## config.mk

```make
export PLATFORM = sky130hd
export DESIGN_NAME = sdram_oe_sequencer
export DESIGN_NICKNAME = d
export VERILOG_FILES = /design/src/rtl/sdram_pkg.sv /design/src/rtl/oe_beat_counter.sv /design/src/rtl/sdram_oe_sequencer.sv
export SDC_FILE = /design/constraint.sdc
export NUM_CORES = 1
export LEC_CHECK = 0
export BUFFER_PORTS_ARGS = -buffer_cell sky130_fd_sc_hd__buf_2
export CELL_PAD_IN_SITES_DETAIL_PLACEMENT = 1
export CELL_PAD_IN_SITES_GLOBAL_PLACEMENT = 2
export CORE_MARGIN = 10
export CORE_UTILIZATION = 27
export CTS_BUF_LIST = sky130_fd_sc_hd__clkbuf_4 sky130_fd_sc_hd__clkbuf_8
export CTS_CLUSTER_SIZE = 20
export DETAILED_ROUTE_END_ITERATION = 8
export GPL_ROUTABILITY_DRIVEN = 0
export HOLD_SLACK_MARGIN = 0.12
export PLACE_DENSITY = 0.79
export RECOVER_POWER = 50
export SLEW_MARGIN = 10
export SYNTH_ARGS = -nofsm -noshare
export SYNTH_HDL_FRONTEND = slang
export SYNTH_SLANG_ARGS = --single-unit
```

## constraint.sdc

```tcl
create_clock -name clk0 -period 1.53 [get_ports clk0]
set_clock_uncertainty 0.1 [all_clocks]
set_input_delay 0.306 -clock clk0 [delete_from_list [all_inputs] [get_ports clk0]]
set_output_delay 0.306 -clock clk0 [all_outputs]
set_load 0.02 [all_outputs]
```

## src/rtl/sdram_pkg.sv

```systemverilog
// Shared SDRAM controller definitions: command priority encoding, legal burst check
// and default burst/CAS limits used by both the command sequencer and the OE sequencer.
package sdram_pkg;

  localparam int unsigned DEF_MAX_BURST = 8;
  localparam int unsigned DEF_MAX_CAS   = 3;

  typedef enum logic [2:0] {
    CMD_NOP,
    CMD_READ,
    CMD_WRITE,
    CMD_PRE,
    CMD_REF
  } cmd_e;

  // Refresh beats precharge beats write beats read; losers are dropped entirely.
  function automatic cmd_e cmd_decode(input logic refresh, input logic precharge,
                                      input logic wr, input logic rd);
    cmd_e cmd;
    cmd = CMD_NOP;
    if (refresh)        cmd = CMD_REF;
    else if (precharge) cmd = CMD_PRE;
    else if (wr)        cmd = CMD_WRITE;
    else if (rd)        cmd = CMD_READ;
    return cmd;
  endfunction

  function automatic logic burst_legal(input int unsigned len, input int unsigned max_burst);
    return (len != 0) && ((len & (len - 1)) == 0) && (len <= max_burst);
  endfunction

endpackage

```

## src/rtl/oe_beat_counter.sv

```systemverilog
// Beat counter shared by the write and read strobe paths: loads a length (or enters
// open-ended page mode) and reports a registered active flag while beats remain.
module oe_beat_counter #(
  parameter int unsigned LEN_W = 5
) (
  input  logic             clk,
  input  logic             reset,
  input  logic             i_load,
  input  logic [LEN_W-1:0] i_len,
  input  logic             i_page,
  input  logic             i_clear,
  input  logic             i_term,
  output logic             o_active
);

  logic [LEN_W-1:0] r_cnt;
  logic [LEN_W-1:0] w_cnt_nxt;
  logic             r_page;
  logic             w_page_nxt;
  logic             r_active;
  logic             w_active_nxt;

  // Clear wins over a load; a load wins over a page-only terminate.
  always_comb begin
    w_cnt_nxt  = r_cnt;
    w_page_nxt = r_page;
    if (i_clear) begin
      w_cnt_nxt  = '0;
      w_page_nxt = 1'b0;
    end else if (i_load) begin
      w_page_nxt = i_page;
      w_cnt_nxt  = i_page ? '0 : i_len;
    end else begin
      if (i_term) w_page_nxt = 1'b0;
      if (r_cnt != '0) w_cnt_nxt = r_cnt - LEN_W'(1);
    end
    w_active_nxt = w_page_nxt || (w_cnt_nxt != '0);
  end

  always_ff @(posedge clk) begin
    if (reset) begin
      r_cnt    <= '0;
      r_page   <= 1'b0;
      r_active <= 1'b0;
    end else begin
      r_cnt    <= w_cnt_nxt;
      r_page   <= w_page_nxt;
      r_active <= w_active_nxt;
    end
  end

  assign o_active = r_active;

endmodule

```

## src/rtl/sdram_oe_sequencer.sv

```systemverilog
// SDRAM data-path strobe sequencer: write oe/oe4, read data-valid and config error flag.
// Read strobe logic is built only when OE_SEQ_RD_VALID_EN is defined.
module sdram_oe_sequencer
  import sdram_pkg::*;
#(
  parameter int unsigned BURST_W   = 4,
  parameter int unsigned MAX_BURST = DEF_MAX_BURST,
  parameter int unsigned CAS_W     = 2,
  parameter int unsigned MAX_CAS   = DEF_MAX_CAS,
  parameter int unsigned WR_LAT    = 1,
  parameter int unsigned RD_PIPE   = 1
) (
  input  logic               clk0,
  input  logic               reset,
  input  logic               page_mod,
  input  logic               do_writea1,
  input  logic               do_reada,
  input  logic               do_preacharge,
  input  logic               do_refresh,
  input  logic [BURST_W-1:0] bur_len,
  input  logic [CAS_W-1:0]   cas_lat,
  output logic               oe,
  output logic               oe4,
  output logic               rd_valid,
  output logic               cfg_err
);

  localparam int unsigned LEN_W = BURST_W + 1;

  cmd_e             w_cmd;
  logic             w_any_cmd;
  logic             w_len_ok;
  logic             w_cfg_bad;
  logic [LEN_W-1:0] w_len;
  logic             r_cfg_err;
  logic             r_oe;

  assign w_cmd     = cmd_decode(do_refresh, do_preacharge, do_writea1, do_reada);
  assign w_any_cmd = do_refresh || do_preacharge || do_writea1 || do_reada;
  assign w_len_ok  = burst_legal(32'(bur_len), MAX_BURST);
  assign w_len     = w_len_ok ? LEN_W'(bur_len) : LEN_W'(1);

  // ---------------- write path ----------------
  logic             w_wr_start;
  logic             w_wr_clr;
  logic             w_wr_term;
  logic             w_wr_exit;
  logic             w_wr_exit_page;
  logic [LEN_W-1:0] w_wr_exit_len;
  logic             w_oe4;

  assign w_wr_start = (w_cmd == CMD_WRITE);
  assign w_wr_clr   = (w_cmd == CMD_REF) || (w_cmd == CMD_PRE);
  assign w_wr_term  = (w_cmd == CMD_READ);

  // The command cycle itself is the first start stage, so WR_LAT-1 registers remain.
  generate
    if (WR_LAT <= 1) begin : g_wr_direct
      assign w_wr_exit      = w_wr_start;
      assign w_wr_exit_page = page_mod;
      assign w_wr_exit_len  = w_len;
    end else begin : g_wr_pipe
      localparam int unsigned D = WR_LAT - 1;
      logic [D-1:0]     r_vld;
      logic [D-1:0]     r_page;
      logic [LEN_W-1:0] r_len [D];

      always_ff @(posedge clk0) begin
        if (reset || w_wr_clr) begin
          r_vld  <= '0;
          r_page <= '0;
          for (int i = 0; i < int'(D); i++) r_len[i] <= '0;
        end else begin
          r_vld[0]  <= w_wr_start;
          r_page[0] <= page_mod;
          r_len[0]  <= w_len;
          for (int i = 1; i < int'(D); i++) begin
            r_vld[i]  <= r_vld[i-1];
            r_page[i] <= r_page[i-1];
            r_len[i]  <= r_len[i-1];
          end
        end
      end

      assign w_wr_exit      = r_vld[D-1];
      assign w_wr_exit_page = r_page[D-1];
      assign w_wr_exit_len  = r_len[D-1];
    end
  endgenerate

  oe_beat_counter #(.LEN_W(LEN_W)) u_wr_cnt (
    .clk      (clk0),
    .reset    (reset),
    .i_load   (w_wr_exit),
    .i_len    (w_wr_exit_len),
    .i_page   (w_wr_exit_page),
    .i_clear  (w_wr_clr),
    .i_term   (w_wr_term),
    .o_active (w_oe4)
  );

`ifdef OE_SEQ_RD_VALID_EN
  // ---------------- read path ----------------
  localparam int unsigned RD_D  = MAX_CAS + RD_PIPE;
  localparam int unsigned TAP_W = $clog2(RD_D + 1);

  logic             w_cas_ok;
  logic [CAS_W-1:0] w_cas_eff;
  logic [TAP_W-1:0] w_tap;
  logic             w_rd_ld;
  logic             w_rd_tm;
  logic             w_rd_ins;
  logic             w_ins_now;
  logic [RD_D-1:0]  r_rd_ld, w_rd_ld_nxt;
  logic [RD_D-1:0]  r_rd_tm, w_rd_tm_nxt;
  logic [RD_D-1:0]  r_rd_pg, w_rd_pg_nxt;
  logic [LEN_W-1:0] r_rd_len [RD_D];
  logic [LEN_W-1:0] w_rd_len_nxt [RD_D];
  logic             w_fire_ld;
  logic             w_fire_tm;
  logic             w_fire_pg;
  logic [LEN_W-1:0] w_fire_len;
  logic             w_rd_active;

  assign w_cas_ok  = (cas_lat != '0) && (32'(cas_lat) <= MAX_CAS);
  assign w_cfg_bad = !w_len_ok || !w_cas_ok;
  assign w_cas_eff = w_cas_ok ? cas_lat : CAS_W'(MAX_CAS);
  assign w_tap     = TAP_W'(w_cas_eff) + TAP_W'(RD_PIPE) - TAP_W'(1);
  assign w_rd_ld   = (w_cmd == CMD_READ);
  assign w_rd_tm   = (w_cmd inside {CMD_REF, CMD_PRE, CMD_WRITE});
  assign w_rd_ins  = w_rd_ld || w_rd_tm;
  assign w_ins_now = w_rd_ins && (w_tap == '0);

  // Slot j fires j edges from now; a command is dropped straight into its own tap slot.
  always_comb begin
    w_rd_ld_nxt = r_rd_ld >> 1;
    w_rd_tm_nxt = r_rd_tm >> 1;
    w_rd_pg_nxt = r_rd_pg >> 1;
    for (int j = 0; j < int'(RD_D) - 1; j++) w_rd_len_nxt[j] = r_rd_len[j+1];
    w_rd_len_nxt[RD_D-1] = '0;
    for (int j = 0; j < int'(RD_D); j++) begin
      if (w_rd_ins && (w_tap == TAP_W'(j + 1))) begin
        w_rd_ld_nxt[j]  = w_rd_ld;
        w_rd_tm_nxt[j]  = w_rd_tm;
        w_rd_pg_nxt[j]  = page_mod;
        w_rd_len_nxt[j] = w_len;
      end
    end
  end

  always_ff @(posedge clk0) begin
    if (reset) begin
      r_rd_ld <= '0;
      r_rd_tm <= '0;
      r_rd_pg <= '0;
      for (int j = 0; j < int'(RD_D); j++) r_rd_len[j] <= '0;
    end else begin
      r_rd_ld <= w_rd_ld_nxt;
      r_rd_tm <= w_rd_tm_nxt;
      r_rd_pg <= w_rd_pg_nxt;
      for (int j = 0; j < int'(RD_D); j++) r_rd_len[j] <= w_rd_len_nxt[j];
    end
  end

  assign w_fire_ld  = w_ins_now ? w_rd_ld  : r_rd_ld[0];
  assign w_fire_tm  = w_ins_now ? w_rd_tm  : r_rd_tm[0];
  assign w_fire_pg  = w_ins_now ? page_mod : r_rd_pg[0];
  assign w_fire_len = w_ins_now ? w_len    : r_rd_len[0];

  oe_beat_counter #(.LEN_W(LEN_W)) u_rd_cnt (
    .clk      (clk0),
    .reset    (reset),
    .i_load   (w_fire_ld),
    .i_len    (w_fire_len),
    .i_page   (w_fire_pg),
    .i_clear  (w_fire_tm),
    .i_term   (1'b0),
    .o_active (w_rd_active)
  );

  assign rd_valid = w_rd_active;
`else
  logic w_unused_rd;

  assign w_cfg_bad   = !w_len_ok;
  assign w_unused_rd = ^{cas_lat, 32'(MAX_CAS), 32'(RD_PIPE)};
  assign rd_valid    = 1'b0;
`endif

  always_ff @(posedge clk0) begin
    if (reset) begin
      r_oe      <= 1'b0;
      r_cfg_err <= 1'b0;
    end else begin
      r_oe <= w_oe4;
      if (w_any_cmd && w_cfg_bad) r_cfg_err <= 1'b1;
    end
  end

  assign oe4     = w_oe4;
  assign oe      = r_oe;
  assign cfg_err = r_cfg_err;

endmodule
```

; ---- Word-level counts from Yosys, hierarchy flattened
; Index checks and enable logic that the tools add are counted.
[totals]
reg_bits = 9
output_inout_bits = 4
elab_cells = 38
[op_classes]
n_addsub = 2
order_cmp = 1
eq_ne = 4
n_mux = 12
n_bitwise = 1
reduce_logical = 13
[ops]
columns = operator, count
row1 = $and 4x32->32, 1
row2 = $logic_not 32->1, 1
row3 = $mux 5, 3
row4 = $reduce_bool 5->1, 2
row5 = $mux 4, 2
row6 = $eq 3x2->1 const B, 2
row7 = $logic_or 1x1->1, 5
row8 = $sub 4x1->5 const B, 1
row9 = $sub 5x1->5 const B, 1
row10 = $le 4x4->1 const B, 1
row11 = $mux 1, 4
row12 = $mux 2, 2
row13 = $reduce_bool 4->1, 1
row14 = $eq 3x1->1 const B, 1
row15 = $eq 3x3->1 const B, 1
row16 = $logic_and 1x1->1, 3
row17 = $mux 3, 1
row18 = $logic_not 1->1, 1

; ---- Longest topological paths before layout
[logic_depth]
depth_word = 11
depth_mapped = 6
mapped_depth_nobuf = 6

; ---- Hierarchy
; Synthesis repeated with hierarchy kept, for this count alone.
[unflattened]
cells_unflattened = 70
area_unflattened_um2 = 583.1
[modules_own_cells]
columns = mod, instances, cells_per_inst, area_per_inst_um2, seq_area_each_um2
row1 = oe_beat_counter, 1, 48, 409.1, 140.1
row2 = sdram_oe_sequencer, 1, 22, 173.9, 40.0

; ---- Worst setup path after synthesis
; OpenSTA, ideal clock, no wires.
[synth_path]
path_type = reg-to-reg
from = register u_wr_cnt.r_cnt[0]
to = register u_wr_cnt.r_active, in the netlist u_wr_cnt.o_active
setup_time_ns = 0.138
t_arrival_ns = 1.315
path_slack_ns = -0.022
stages_incl_launch_ff = 7
path_buffers = 0
synth_period_minus_slack_ns = 1.552
cell_sequence = dfxtp_1 inv_1 ha_1 nor4b_4 mux2i_1 a22oi_1 a41oi_1
[synth_via]
elab_chain_cells = 6
elab_cells_between_ends = 7
[synth_rtl]
columns = item, line
row1 = from (decl), oe_beat_counter.sv:16  ; logic [LEN_W-1:0] r_cnt;
row2 = from (signal assigned), oe_beat_counter.sv:46  ; r_cnt <= w_cnt_nxt;
row3 = $sub 5x1->5 / $reduce_bool 5->1 (equally long branches), oe_beat_counter.sv:35  ; if (r_cnt != '0) w_cnt_nxt = r_cnt - LEN_W'(1);
row4 = $mux 5 *, oe_beat_counter.sv:35
row5 = $mux 5 *, oe_beat_counter.sv:30  ; end else if (i_load) begin
row6 = $mux 5 *, oe_beat_counter.sv:27  ; if (i_clear) begin
row7 = $reduce_bool 5->1 *, oe_beat_counter.sv:37  ; w_active_nxt = w_page_nxt || (w_cnt_nxt != '0);
row8 = $logic_or 1x1->1 *, oe_beat_counter.sv:37
row9 = to (signal assigned), oe_beat_counter.sv:48  ; r_active <= w_active_nxt;
row10 = to (decl), oe_beat_counter.sv:20  ; logic r_active;
; Mark *: on every way between the ends. The rest lies on a longest branch, timed or not.
; A chain may end at the register's enable or synchronous reset.

; ---- Worst setup path after layout
[layout_path]
from = register u_wr_cnt.r_cnt[1]
to = register u_wr_cnt.r_active, in the netlist u_wr_cnt.o_active
; The elaborated chain is that of the path after synthesis.

==> impl_metrics.toml <==
[layout]
fill_cells = 242
area_growth_syn_to_layout_pct = 59.2
layout.nets = 111
num_antenna_cells = 0
final_common_cell = "buf_4"
final_cell_mix = "buf_4 (20), buf_2 (10), dfxtp_1 (8)"
drive_gt1_frac = 0.531

[synthesis]
synth-edff-count = 0
ys_ff_latch = 9
synth_cell_type_count = 31
yosysSeqAreaShare = 0.323
syn_inst = 60
async_reset_ff_frac = 0
postSynthAreaPerCell_um2 = 9.30
synth_ff_type = "dfxtp_1"
synthesis.area_um2 = 558
syn_nets = 74
yosysWarnings = 0

[placed_design]
io_buffers = 13
dp_hpwl_um = 1350

[grt]
grt_max_degree = 7
grt_remaining_overflow = 0
antenna_found_initial = 0
grt_pass1_vias = 591
grt_pass1_wl_um = 2570
track_usage = 0.0752

[pwr]
power_mw = 0.566
p_int_mw = 0.421
swShare = 0.256
comb_power_share = 0.220
seq_power_share = 0.428
p_clk_frac = 0.352
p_per_area_nw_per_um2 = 637
p_sw_mw = 0.145
power.leakage_nw = 0.359
max-vdd-ir-drop_mv = 0.569

[clock_tree]
ctsHoldBuffers = 0
cts-root-buf = "clkbuf_4"
clkLatencyLatePin_ps = 260
cts_buffer_depth = 2
cts_tree = "built"
clkTransAtPathRegs_ps = 60
htreeDepth = 1
clock-sinks = 9
numCtsBuffers = 3

[outcome]
status = "finished, final reports clean"

[detailed_routing]
ant_nets = 0
first_iter_violations = 8
vias_per_cell = 4.61
vias = 567
drc_errors = 0
firstDrtPassIters = 4
post_drt_wl_per_cell_um = 13.5
wirelength_um = 1670

[worst_setup_path]
worstSetupPathType = "reg -> reg"
r2r_slack_ps = 2
end_kind = "register"
crit_required_ps = 1560
crit_fanout = 4
crit_arrival_ps = 1560
startpoint_type = "register"

[timing]
hold_viol_final = 0
grt_setup_unrepaired = "true"
fin_crit_ps = 1530
finalCritPeriodShare = 0.999
finalSetupViolations = 0
max_freq_mhz = 654
setup_tns_ps = 0
slew_viol_final = 0

[job]
max_cap_violations = 0

[floorplan]
die_h_um = 65.5
row_count = 16
die_area_um2 = 4290
initial_utilization = 0.284
boundaryPins = 17
core_um2 = 1960
die_w_um = 65.5

[hold_path]
hp-class = "in -> reg"
per-stage QoR:
| step | setup slack, ps | instance area (um2) | instances | utilization | hold WS (ps) |
|---|---|---|---|---|---|
| after global placement | -168 | 792 | 116 | 0.404 | 331 |
| after floorplan | 6.88 | 573 | 60 | - | 271 |
| after global routing | -91.9 | 888 | 123 | 0.453 | 165 |
| final | 2.09 | 888 | 123 | 0.453 | 177 |
| after detailed placement | -162 | 792 | 116 | 0.404 | 338 |
| after CTS | -63.4 | 850 | 122 | 0.433 | 171 |
critical path: stages, from the launching register on:
cell     delay (ps)
dfxtp_1         340
inv_2            60
ha_4            160
nor4b_4         120
buf_4           160
mux2i_2         150
a22oi_2         200
a41oi_2         120
cell usage after synthesis, types with 2 or more instances:
cell,count,area (um2)
dfxtp_1,9,180
xnor2_1,2,17.5
a21oi_1,4,20.0
inv_1,3,11.3
nor2b_1,3,18.8
nor2_1,5,18.8
nor3_1,4,20.0
o21ai_0,2,10.0
xor2_1,3,26.3
or3_1,2,12.5
nor4b_1,2,17.5
or3b_1,2,17.5
sequential cells by signal (all words and copies together) (netlist names):
| register | flops |
|---|---|
| u_wr_cnt.o_active | 1 |
| cfg_err | 1 |
| oe | 1 |
| u_wr_cnt.r_cnt | 5 |
| u_wr_cnt.r_page | 1 |
worst paths after layout:
| path | from | end | cells after the start |
|---|---|---|---|
| worst max-delay path | u_wr_cnt.r_cnt[1]$_SDFF_PP0_ | u_wr_cnt.o_active$_SDFF_PP0_ | 7 |
| worst min-delay path | reset | u_wr_cnt.r_cnt[0]$_SDFF_PP0_ | 2 |
| worst max register to register | u_wr_cnt.r_cnt[1]$_SDFF_PP0_ | u_wr_cnt.o_active$_SDFF_PP0_ | 7 |
| worst min register to register | cfg_err$_SDFFE_PP0P_ | cfg_err$_SDFFE_PP0P_ | 2 |
cell families (layout without fill, tap and decap cells):
logic type | after synthesis | in the layout | share of synthesized area
AND/OR/NAND/NOR | 25 | 25 | 0.318
flip-flops | 9 | 9 | 0.323
adder cells (fa/ha/maj) | 1 | 1 | 0.0224
XOR/XNOR | 5 | 5 | 0.0785
other | 1 | 1 | 0.00672
buffers and inverters | 4 | 40 | 0.0336
AO/OA/AOI/OAI | 14 | 14 | 0.200
multiplexers | 1 | 1 | 0.0179
cell type report:
class	instances	area, um2	area share
well taps	27	33.8	0.0380
clock buffers	4	30.0	0.0338
inverters	3	13.8	0.0155
flip-flops and latches	9	181	0.204
multi-input cells	47	418	0.470
repair buffers	33	211	0.238
power by group through the flow:
stage / registers [mW] / clock network, mW / logic, mW
after floorplan: 0.252 / 0 / 0.0461
after global placement: 0.247 / 0 / 0.111
after detailed placement: 0.247 / 0 / 0.114
after CTS: 0.242 / 0.211 / 0.119
after global routing: 0.243 / 0.226 / 0.136
final: 0.242 / 0.199 / 0.125
timing repair:
item | in CTS | in global routing
pin swaps | 3 | 5
gates resized for setup | 3 | 7
endpoints found under the hold margin | 0 | 0
setup endpoints to repair | 5 | 3
setup buffers | 2 | 1
per-layer routing:
metal / routed length (um) / track usage
met3: 40 / 0.0271
met5: 0 / 0
met2: 929 / 0.132
met1: 696 / 0.0850
met4: 0 / 0.0160
(Power assumes the default switching activity.)
